## config.mk

```make
export PLATFORM = sky130hd
export DESIGN_NAME = term_encoder_flat
export DESIGN_NICKNAME = d
export VERILOG_FILES = /design/src/rtl/term_encoder_if.sv /design/src/rtl/term_encoder.sv /design/src/flat_wrapper.sv
export SDC_FILE = /design/constraint.sdc
export NUM_CORES = 1
export LEC_CHECK = 0
export BUFFER_PORTS_ARGS = -buffer_cell sky130_fd_sc_hd__buf_2
export CAP_MARGIN = 20
export CORE_ASPECT_RATIO = 2
export CORE_MARGIN = 10
export CORE_UTILIZATION = 58
export DETAILED_ROUTE_END_ITERATION = 8
export HOLD_SLACK_MARGIN = 0.03
export PLACE_DENSITY = 0.91
export RECOVER_POWER = 100
export SLEW_MARGIN = 20
export SYNTH_ARGS = -nofsm -noshare
export SYNTH_HDL_FRONTEND = slang
export SYNTH_SLANG_ARGS = --single-unit
```

## constraint.sdc

```tcl
create_clock -name clk -period 4.36 [get_ports clk]
set_input_delay 0.436 -clock clk [delete_from_list [all_inputs] [get_ports clk]]
set_output_delay 0.436 -clock clk [all_outputs]
set_load 0.1 [all_outputs]
```

## src/rtl/term_encoder_if.sv

```systemverilog
// Operand/result handshake bundle between the term encoder and its neighbours.
// The master side drives operands and consumes results; the slave side is the encoder.
interface term_encoder_if #(
    parameter int DATA_WIDTH         = 8,
    parameter int NUM_COMBINED_TERMS = 8,
    parameter int NUM_BIT_EXPONENT   = 3
);
    logic                                         in_valid;
    logic                                         in_ready;
    logic [DATA_WIDTH-1:0]                        in_data;
    logic [3:0]                                   term_budget;
    logic [NUM_BIT_EXPONENT*NUM_COMBINED_TERMS-1:0] out_exponent;
    logic [NUM_COMBINED_TERMS-1:0]                out_sign;
    logic [3:0]                                   out_terms;
    logic [DATA_WIDTH-1:0]                        out_residual;
    logic                                         out_valid;
    logic                                         out_ready;
    logic                                         start_shift;

    modport master (
        output in_valid, in_data, term_budget, out_ready,
        input  in_ready, out_exponent, out_sign, out_terms, out_residual,
               out_valid, start_shift
    );

    modport slave (
        input  in_valid, in_data, term_budget, out_ready,
        output in_ready, out_exponent, out_sign, out_terms, out_residual,
               out_valid, start_shift
    );
endinterface

```

## src/rtl/term_encoder.sv

```systemverilog
// Breaks a signed operand into up to term_budget signed power-of-two terms, MSB first,
// one bit per cycle, and holds the packed result until the MAC takes it.
module term_encoder #(
    parameter int DATA_WIDTH         = 8,
    parameter int NUM_COMBINED_TERMS = 8,
    parameter int NUM_BIT_EXPONENT   = 3
) (
    input  logic             clk,
    input  logic             reset,
    term_encoder_if.slave    bus
);
    localparam int IDX_W = (DATA_WIDTH > 1) ? $clog2(DATA_WIDTH) : 1;
    localparam int EXP_W = NUM_BIT_EXPONENT * NUM_COMBINED_TERMS;

    typedef enum logic [1:0] {IDLE, SCAN, HOLD} state_t;

    state_t                        state_q, state_d;
    logic [IDX_W-1:0]              idx_q, idx_d;
    logic [3:0]                    count_q, count_d;
    logic [3:0]                    budget_q, budget_d;
    logic                          neg_q, neg_d;
    logic [DATA_WIDTH-1:0]         residual_q, residual_d;
    logic [EXP_W-1:0]              exp_q, exp_d;
    logic [NUM_COMBINED_TERMS-1:0] sgn_q, sgn_d;

    logic [DATA_WIDTH-1:0] magnitude;
    logic [DATA_WIDTH-1:0] low_mask;
    logic                  low_zero;
    logic [3:0]            count_next;
    logic [3:0]            budget_clamped;

    always_ff @(posedge clk) begin
        if (reset) begin
            state_q    <= IDLE;
            idx_q      <= '0;
            count_q    <= '0;
            budget_q   <= '0;
            neg_q      <= 1'b0;
            residual_q <= '0;
            exp_q      <= '0;
            sgn_q      <= '0;
        end else begin
            state_q    <= state_d;
            idx_q      <= idx_d;
            count_q    <= count_d;
            budget_q   <= budget_d;
            neg_q      <= neg_d;
            residual_q <= residual_d;
            exp_q      <= exp_d;
            sgn_q      <= sgn_d;
        end
    end

    always_comb begin
        state_d    = state_q;
        idx_d      = idx_q;
        count_d    = count_q;
        budget_d   = budget_q;
        neg_d      = neg_q;
        residual_d = residual_q;
        exp_d      = exp_q;
        sgn_d      = sgn_q;
        count_next = count_q;

        // The most negative operand negates back to itself, which read unsigned is its magnitude.
        magnitude      = bus.in_data[DATA_WIDTH-1] ? (~bus.in_data + DATA_WIDTH'(1)) : bus.in_data;
        budget_clamped = (int'(bus.term_budget) > NUM_COMBINED_TERMS) ?
                         4'(NUM_COMBINED_TERMS) : bus.term_budget;
        low_mask       = (DATA_WIDTH'(1) << idx_q) - DATA_WIDTH'(1);
        low_zero       = ((residual_q & low_mask) == '0);

        unique case (state_q)
            IDLE: begin
                if (bus.in_valid) begin
                    residual_d = magnitude;
                    neg_d      = bus.in_data[DATA_WIDTH-1];
                    budget_d   = budget_clamped;
                    exp_d      = '0;
                    sgn_d      = '0;
                    count_d    = '0;
                    idx_d      = IDX_W'(DATA_WIDTH - 1);
                    state_d    = (budget_clamped == 4'd0) ? HOLD : SCAN;
                end
            end
            SCAN: begin
                if (residual_q[idx_q]) begin
                    for (int k = 0; k < NUM_COMBINED_TERMS; k++) begin
                        if (count_q == 4'(k)) begin
                            exp_d[k*NUM_BIT_EXPONENT +: NUM_BIT_EXPONENT] = NUM_BIT_EXPONENT'(idx_q);
                            sgn_d[k] = neg_q;
                        end
                    end
                    residual_d[idx_q] = 1'b0;
                    count_next        = count_q + 4'd1;
                end
                count_d = count_next;
                // Bits below idx are untouched this cycle, so residual_q decides early exit.
                if ((idx_q == '0) || (count_next == budget_q) || low_zero) begin
                    state_d = HOLD;
                end else begin
                    idx_d = idx_q - IDX_W'(1);
                end
            end
            HOLD: begin
                if (bus.out_ready) begin
                    state_d = IDLE;
                end
            end
            default: state_d = IDLE;
        endcase
    end

    assign bus.in_ready     = (state_q == IDLE);
    assign bus.out_valid    = (state_q == HOLD);
    assign bus.start_shift  = bus.out_valid & bus.out_ready;
    assign bus.out_exponent = exp_q;
    assign bus.out_sign     = sgn_q;
    assign bus.out_terms    = count_q;
    assign bus.out_residual = residual_q;
endmodule

```

## src/flat_wrapper.sv

```systemverilog
// flat-port wrapper written by rule: the top's interface ports become plain ports
module term_encoder_flat 
#(
    parameter int DATA_WIDTH         = 8,
    parameter int NUM_COMBINED_TERMS = 8,
    parameter int NUM_BIT_EXPONENT   = 3
)
  (clk, reset, bus_in_valid, bus_in_data, bus_term_budget, bus_out_ready, bus_in_ready, bus_out_exponent, bus_out_sign, bus_out_terms, bus_out_residual, bus_out_valid, bus_start_shift);
  term_encoder_if #(.DATA_WIDTH(DATA_WIDTH), .NUM_COMBINED_TERMS(NUM_COMBINED_TERMS), .NUM_BIT_EXPONENT(NUM_BIT_EXPONENT)) bus_i ();
  input  logic clk;
  input  logic reset;
  input wire logic [$bits(bus_i.in_valid)-1:0] bus_in_valid;
  input wire logic [$bits(bus_i.in_data)-1:0] bus_in_data;
  input wire logic [$bits(bus_i.term_budget)-1:0] bus_term_budget;
  input wire logic [$bits(bus_i.out_ready)-1:0] bus_out_ready;
  output wire logic [$bits(bus_i.in_ready)-1:0] bus_in_ready;
  output wire logic [$bits(bus_i.out_exponent)-1:0] bus_out_exponent;
  output wire logic [$bits(bus_i.out_sign)-1:0] bus_out_sign;
  output wire logic [$bits(bus_i.out_terms)-1:0] bus_out_terms;
  output wire logic [$bits(bus_i.out_residual)-1:0] bus_out_residual;
  output wire logic [$bits(bus_i.out_valid)-1:0] bus_out_valid;
  output wire logic [$bits(bus_i.start_shift)-1:0] bus_start_shift;
  assign bus_i.in_valid = bus_in_valid;
  assign bus_i.in_data = bus_in_data;
  assign bus_i.term_budget = bus_term_budget;
  assign bus_i.out_ready = bus_out_ready;
  assign bus_in_ready = bus_i.in_ready;
  assign bus_out_exponent = bus_i.out_exponent;
  assign bus_out_sign = bus_i.out_sign;
  assign bus_out_terms = bus_i.out_terms;
  assign bus_out_residual = bus_i.out_residual;
  assign bus_out_valid = bus_i.out_valid;
  assign bus_start_shift = bus_i.start_shift;
  term_encoder #(.DATA_WIDTH(DATA_WIDTH), .NUM_COMBINED_TERMS(NUM_COMBINED_TERMS), .NUM_BIT_EXPONENT(NUM_BIT_EXPONENT)) u_core (.clk(clk), .reset(reset), .bus(bus_i));
endmodule
```

# After elaboration in Yosys (flattened, before gate mapping)
# Cells that the tools add are included.
dict set report word_totals {
  output_inout_bits 47
  latch_bits 0
  rom_bits 0
  memories 0
  inputBits 16
  ramBits 0
  register_bits 54
}
dict set report op_classes {
  bitwise 5
  n_addsub 4
  n_mux 43
  n_shift 1
  mul 0
  eq_ne 23
  order_cmp 3
  div 0
  reduce_logical 22
}
# operator n
set op_table {}
lappend op_table {{$mux 24} 2}
lappend op_table {{$pmux 24 s2} 1}
lappend op_table {{$mux 8} 5}
lappend op_table {{$pmux 8 s2} 2}
lappend op_table {{$reduce_and 4->1} 8}
lappend op_table {{$mux 3} 10}
lappend op_table {{$ne 2x1->1 const B} 10}
lappend op_table {{$and 8x8->8} 2}
lappend op_table {{$eq 4x3->1 const B} 4}
lappend op_table {{$mux 4} 4}
lappend op_table {{$not 8->8} 2}
lappend op_table {{$mux 1} 10}
lappend op_table {{$reduce_and 3->1} 3}
lappend op_table {{$add 8x1->8 const B} 1}
lappend op_table {{$eq 4x2->1 const B} 2}
lappend op_table {{$logic_not 4->1} 2}
lappend op_table {{$logic_not 8->1} 1}
lappend op_table {{$mux 2} 4}
lappend op_table {{$pmux 4 s2} 1}
lappend op_table {{$shl 1x3->8 const A} 1}
lappend op_table {{$sub 8x2->8 const B} 1}
lappend op_table {{$ne 2x2->1 const B} 3}
lappend op_table {{$pmux 2 s3} 1}
lappend op_table {{$pmux 3 s2} 1}
lappend op_table {{other kinds (18)} 20}

# Logic depth before layout (Yosys ltp)
dict set report logic_depth {
  ltp_word 9
  depth_mapped 9
  mapped_depth_nobuf 8
}

# Least setup slack after synthesis
# OpenSTA, ideal clock, no wires.
dict set report synth_path {
  path_type {flip-flop to output port}
  from {register u_core.state_q[1]}
  to {output port bus_start_shift}
  arrival_ns 2.919
  setup_slack_ns 1.005
  required_time_ns 3.924
  path_stages_with_launch 4
  path_cell_list {dfxtp_1 > clkbuf_1 > nor2b_1 > and2_1}
}
dict set report synth_between {
  elab_chain_cells 2
}
# element line_no
set synth_rtl {}
lappend synth_rtl {{from (decl)} term_encoder.sv:17} ;# state_t state_q, state_d;
lappend synth_rtl {{from (signal assigned)} term_encoder.sv:43} ;# state_q <= state_d;
lappend synth_rtl {{$eq 2x2->1} term_encoder.sv:114} ;# assign bus.out_valid = (state_q == HOLD);
lappend synth_rtl {{via bus_out_valid} flat_wrapper.sv:21} ;# output wire logic [$bits(bus_i.out_valid)-1:0] bus_out_valid;
lappend synth_rtl {{$and 1x1->1} term_encoder.sv:115} ;# assign bus.start_shift = bus.out_valid & bus.out_ready;
lappend synth_rtl {{to (decl)} flat_wrapper.sv:22} ;# output wire logic [$bits(bus_i.start_shift)-1:0] bus_start_shift;
# The timed path passes the listed nets, and every way through them passes these cells.

# Worst setup path after layout
dict set report layout_path {
  from {register u_core.state_q[1]}
  to {register u_core.exp_q[19] (netlist: u_core.bus.out_exponent[19])}
}
dict set report layout_between {
  elab_chain_cells 3
  word_cells_on_any_way 8
  classes_between {4 x eq/ne; 1 x mux; 3 x reduce/logical}
}
# element line_no
set layout_rtl {}
lappend layout_rtl {{$eq 2x1->1 or $logic_not 2->1 (tied branches)} term_encoder.sv:72} ;# unique case (state_q)
lappend layout_rtl {{$ne 2x1->1 (no line) (tied with other cells)} n/a}
lappend layout_rtl {{$reduce_and 4->1 (no line)} n/a}
lappend layout_rtl {{to (signal assigned)} term_encoder.sv:49} ;# exp_q <= exp_d;
lappend layout_rtl {{to (decl)} term_encoder.sv:23} ;# logic [EXP_W-1:0] exp_q, exp_d;
# Several ways; a longest one is shown, not always the timed one.
# A chain may end at the register's enable or synchronous reset.

==> run_results.csv <==
group,metric,value,unit
clock_network,cts_max_level,2,
critical_path,critical_path.reg2reg.endpoint,"u_core.bus.out_exponent[19]$_SDFFE_PP0P_",
global_route,globalRoute.totalOverflow,0,
critical_path,crit_path_top_delay_cell,"nor2_1",
clock_network,cts-buffers-inserted,5,
drt,viasPerCell,5.995,
layout,instances_no_fill,419,
layout,final_net_count,389,
placed_design,dpl-instance-area,0.003055,sq mm
clock_network,post_cts_resized,0,
sta,grt_setup_unrepaired,"no",
critical_path,worst_setup_path_start_kind,"flip-flop",
yosys,predominant_post_synthesis_flop_cell,"dfxtp_1",
yosys,synth_most_common_cell,"dfxtp_1",
global_route,grt_pass1_wl,11040,um
layout,num_antenna_cells,0,
sta,drv_slew,0,
sta,clock.fmax,312.6,MHz
floorplan,i_o_pin_cnt,63,
floorplan,floorplan.initialDensity,59.70,%
drt,m1WireLength,2471,um
critical_path,timing.critical_path.slowest_cell_delay,1.21,ns
yosys,ys_warn_count,0,
global_route,gr-usage-all-layers,17.45,%
clock_network,cts_hold_buf,0,
placed_design,hpwlAfterDp,5574,um
critical_path,critPathCaptureType,"flip-flop",
yosys,synth_cell_type_count,52,
critical_path,timing_worst_setup_path_type,"reg2reg",
yosys,synth.top_cell.area_share,39.38,%
global_route,grt_start_max_net_pins,25,
yosys,post_synth_main_area_contributors,"dfxtp_1 (39%), mux2i_1 (6.2%), nand2_1 (5.1%), ha_1 (4.6%), o21ai_0 (4.2%)",
placed_design,numPortBuffers,62,
critical_path,critical_path.top_delay_family,"simple AND/OR/NAND/NOR gates",
yosys,syn-instance-count,308,
critical_path,rrSetupSlack,1.16,ns
sta,relSlewSlack,4.726,%
hold_path,min-delay-start,"bus_in_data[0]",
layout,synthToLayoutAreaGrowth,12.35,%
sta,finalHoldViolCount,0,
global_route,grt_antenna_before_repair,0,
critical_path,timing.critical_path.required,4.60,ns
layout,final_area,0.003084,sq mm
clock_network,cts.sinks,54,
critical_path,timing.critical_path.arrival,3.44,ns
drt,avgRoutedWirePerCell,17.16,um
drt,dr.max_layer_used,"met4",
floorplan,placeableCoreArea,0.004598,sq mm
critical_path,worst-r2r-cell-count,6,
drt,drtIter0Drc,200,
placed_design,numPlacedInstances,411,
clock_network,cts_tree,"built",
yosys,avgSynthCellArea,8.913,sq um
clock_network,clock_latency,0.32,ns
sta,fin_crit,3.199,ns
yosys,synthesis.area,0.002745,sq mm
hold_path,holdPathEnd,"u_core.bus.out_residual[0]$_SDFFE_PP0P_",
sta,min_period_over_period,73.36,%
sta,worst_pin_slew,1.424,ns
hold_path,worstHoldPathType,"in2reg",
global_route,number_of_global_route_vias_before_repair,2327,
drt,drt_first_pass_iters,4,
critical_path,crit_fanout,22,
outcome,status,"finished, final reports clean",
drt,wl_met2,4028,um
floorplan,dieArea,0.008051,sq mm
floorplan,fp.dieW,68.65,um
sta,setup_ws,1.161,ns
drt,ant_nets,0,
pwr,static-leakage-power,1.203,nW
yosys,synth-async-reset-ratio,0,%
pwr,power.ir.vdd_worst,371.1,uV
drt,detail_route.wirelength,7189,um
clock_network,cts.path.max_buffers,2,
sta,setup_viol,0,
yosys,yosys-top-cells-count,"dfxtp_1 (54), nand2_1 (37), o21ai_0 (23)",
floorplan,placementRows,35,
drt,met3_wirelength,487,um
critical_path,cpMostUsedCell,"nor2_1",
pwr,power.density_cell_area,400.5,mW/mm^2
clock_network,clkSlewWorstSetupHoldPaths,0.10,ns
drt,vias,2512,
yosys,mapped_nets,334,
clock_network,cts-root-buf,"clkbuf_8",
placed_design,gp_routability_congestion,0.9227,
layout,fill_cells,405,
yosys,synth_enable_flop_cells,0,
clock_network,cts.repair_timing.setup_buffer_count,0,
run,number_of_violations_of_the_max_capacitance_limit,0,
critical_path,cp_cell_sequence,"nor2_1, and2_0, nor2_1, clkbuf_1, nand2_1, mux2i_1",
critical_path,buffering_stage_count_on_the_worst_path_with_inverters_included,1,
sta,tns,0,ns
yosys,share_of_the_yosys_chip_area_belonging_to_registers,39.38,%
yosys,synth-seq-cells,54,
hold_path,timing.hold.worst_path_depth,3,
sta,finClkSkew,0.01115,ns
floorplan,die_y,117.3,um
yosys,synth_top_cell_by_area,"dfxtp_1",
critical_path,critical_path.reg2reg.startpoint,"u_core.state_q[1]$_SDFFE_PP0P_",
drt,detail_route.drc_violations,0,
sta,holdWs,0.3763,ns
layout,drive_gt1_share,11.26,%
placed_design,place_ws,1.539,ns
==> layer usage <==
layer  global-route usage [%]  vias to the layer above
met4                    7.827                        0
met2                    33.52                       97
met1                    16.53                     1185
met3                    3.337                       20
met5                        0                        -
li1                         -                     1210
==> state kept, by name, summed over array words and instances, names as in the netlist <==
register and cells:
u_core.budget_q 4, u_core.bus.out_exponent 24, u_core.bus.out_residual 8, u_core.bus.out_sign 8
u_core.bus.out_terms 4, u_core.idx_q 3, u_core.neg_q 1, u_core.state_q 2
==> final cells by class <==
cell class / count / area (sq um) / area share, %
clock buffer: 5 / 68.82 / 2.231
clock inverter: 3 / 47.55 / 1.542
inverter: 9 / 33.78 / 1.095
multi-input combinational: 230 / 1529 / 49.57
sequential: 54 / 1081 / 35.05
tap: 55 / 68.82 / 2.231
timing repair buffer: 63 / 255.2 / 8.276
==> tightest hold or removal path, cell delays in order <==
cell,delay [ns]
buf_2,0.11
nand2_1,0.05
a21oi_1,0.05
==> how the worst max path moves through the flow <==
| stage | from | end | cells past startpoint |
|---|---|---|---|
| after floorplan | u_core.state_q[1]$_SDFFE_PP0P_ | bus_start_shift | 3 |
| after global placement | u_core.idx_q[0]$_SDFFE_PP0P_ | u_core.idx_q[0]$_SDFFE_PP0P_ | 8 |
| after detailed placement | u_core.idx_q[0]$_SDFFE_PP0P_ | u_core.idx_q[0]$_SDFFE_PP0P_ | 8 |
| after CTS | u_core.idx_q[0]$_SDFFE_PP0P_ | u_core.idx_q[0]$_SDFFE_PP0P_ | 8 |
| after global routing | u_core.state_q[0]$_SDFFE_PP0P_ | u_core.bus.out_exponent[19]$_SDFFE_PP0P_ | 6 |
| final | u_core.state_q[1]$_SDFFE_PP0P_ | u_core.bus.out_exponent[19]$_SDFFE_PP0P_ | 6 |
==> per-stage QoR <==
step	util, %	power, mW
after global placement	66.45	0.9002
after detailed placement	66.45	0.9074
final	67.07	1.235
after floorplan	-	0.8418
after CTS	68.98	1.243
after global routing	67.07	1.283
==> power breakdown <==
part | switching (mW) | leakage, nW | internal [mW]
clock network | 0.173 | 0.0587 | 0.174
logic | 0.245 | 0.706 | 0.0873
registers | 0.0424 | 0.438 | 0.514
total | 0.460 | 1.20 | 0.776
==> logic make-up after synthesis <==
family	Yosys count	share of synthesized area, %
flops	54	39.38
xor+xnor	14	4.467
compound gates	72	17.59
buf+inv	24	4.102
simple gates	112	21.24
fa+ha+maj	10	4.558
mux	22	8.660
==> layout by cell type (no fill, tap or decap), drive strengths merged, types with 3 or more instances in the layout <==
| cell | count |
|---|---|
| dfxtp | 54 |
| mux2i | 17 |
| nand3b | 5 |
| mux2 | 4 |
| o221a | 3 |
| xor2 | 5 |
| a22oi | 5 |
| o21ai | 24 |
| xnor2 | 9 |
| o21a | 3 |
| a31oi | 3 |
| nand2b | 3 |
| buf | 15 |
| nand4 | 3 |
| nor4 | 4 |
| a21oi | 16 |
| inv | 10 |
| ha | 10 |
| nor2b | 4 |
| nor2 | 19 |
| clkbuf | 53 |
| nor3 | 3 |
| a211oi | 4 |
| nand2 | 40 |
| nand3 | 21 |
Power figures use the tool's default switching activity.
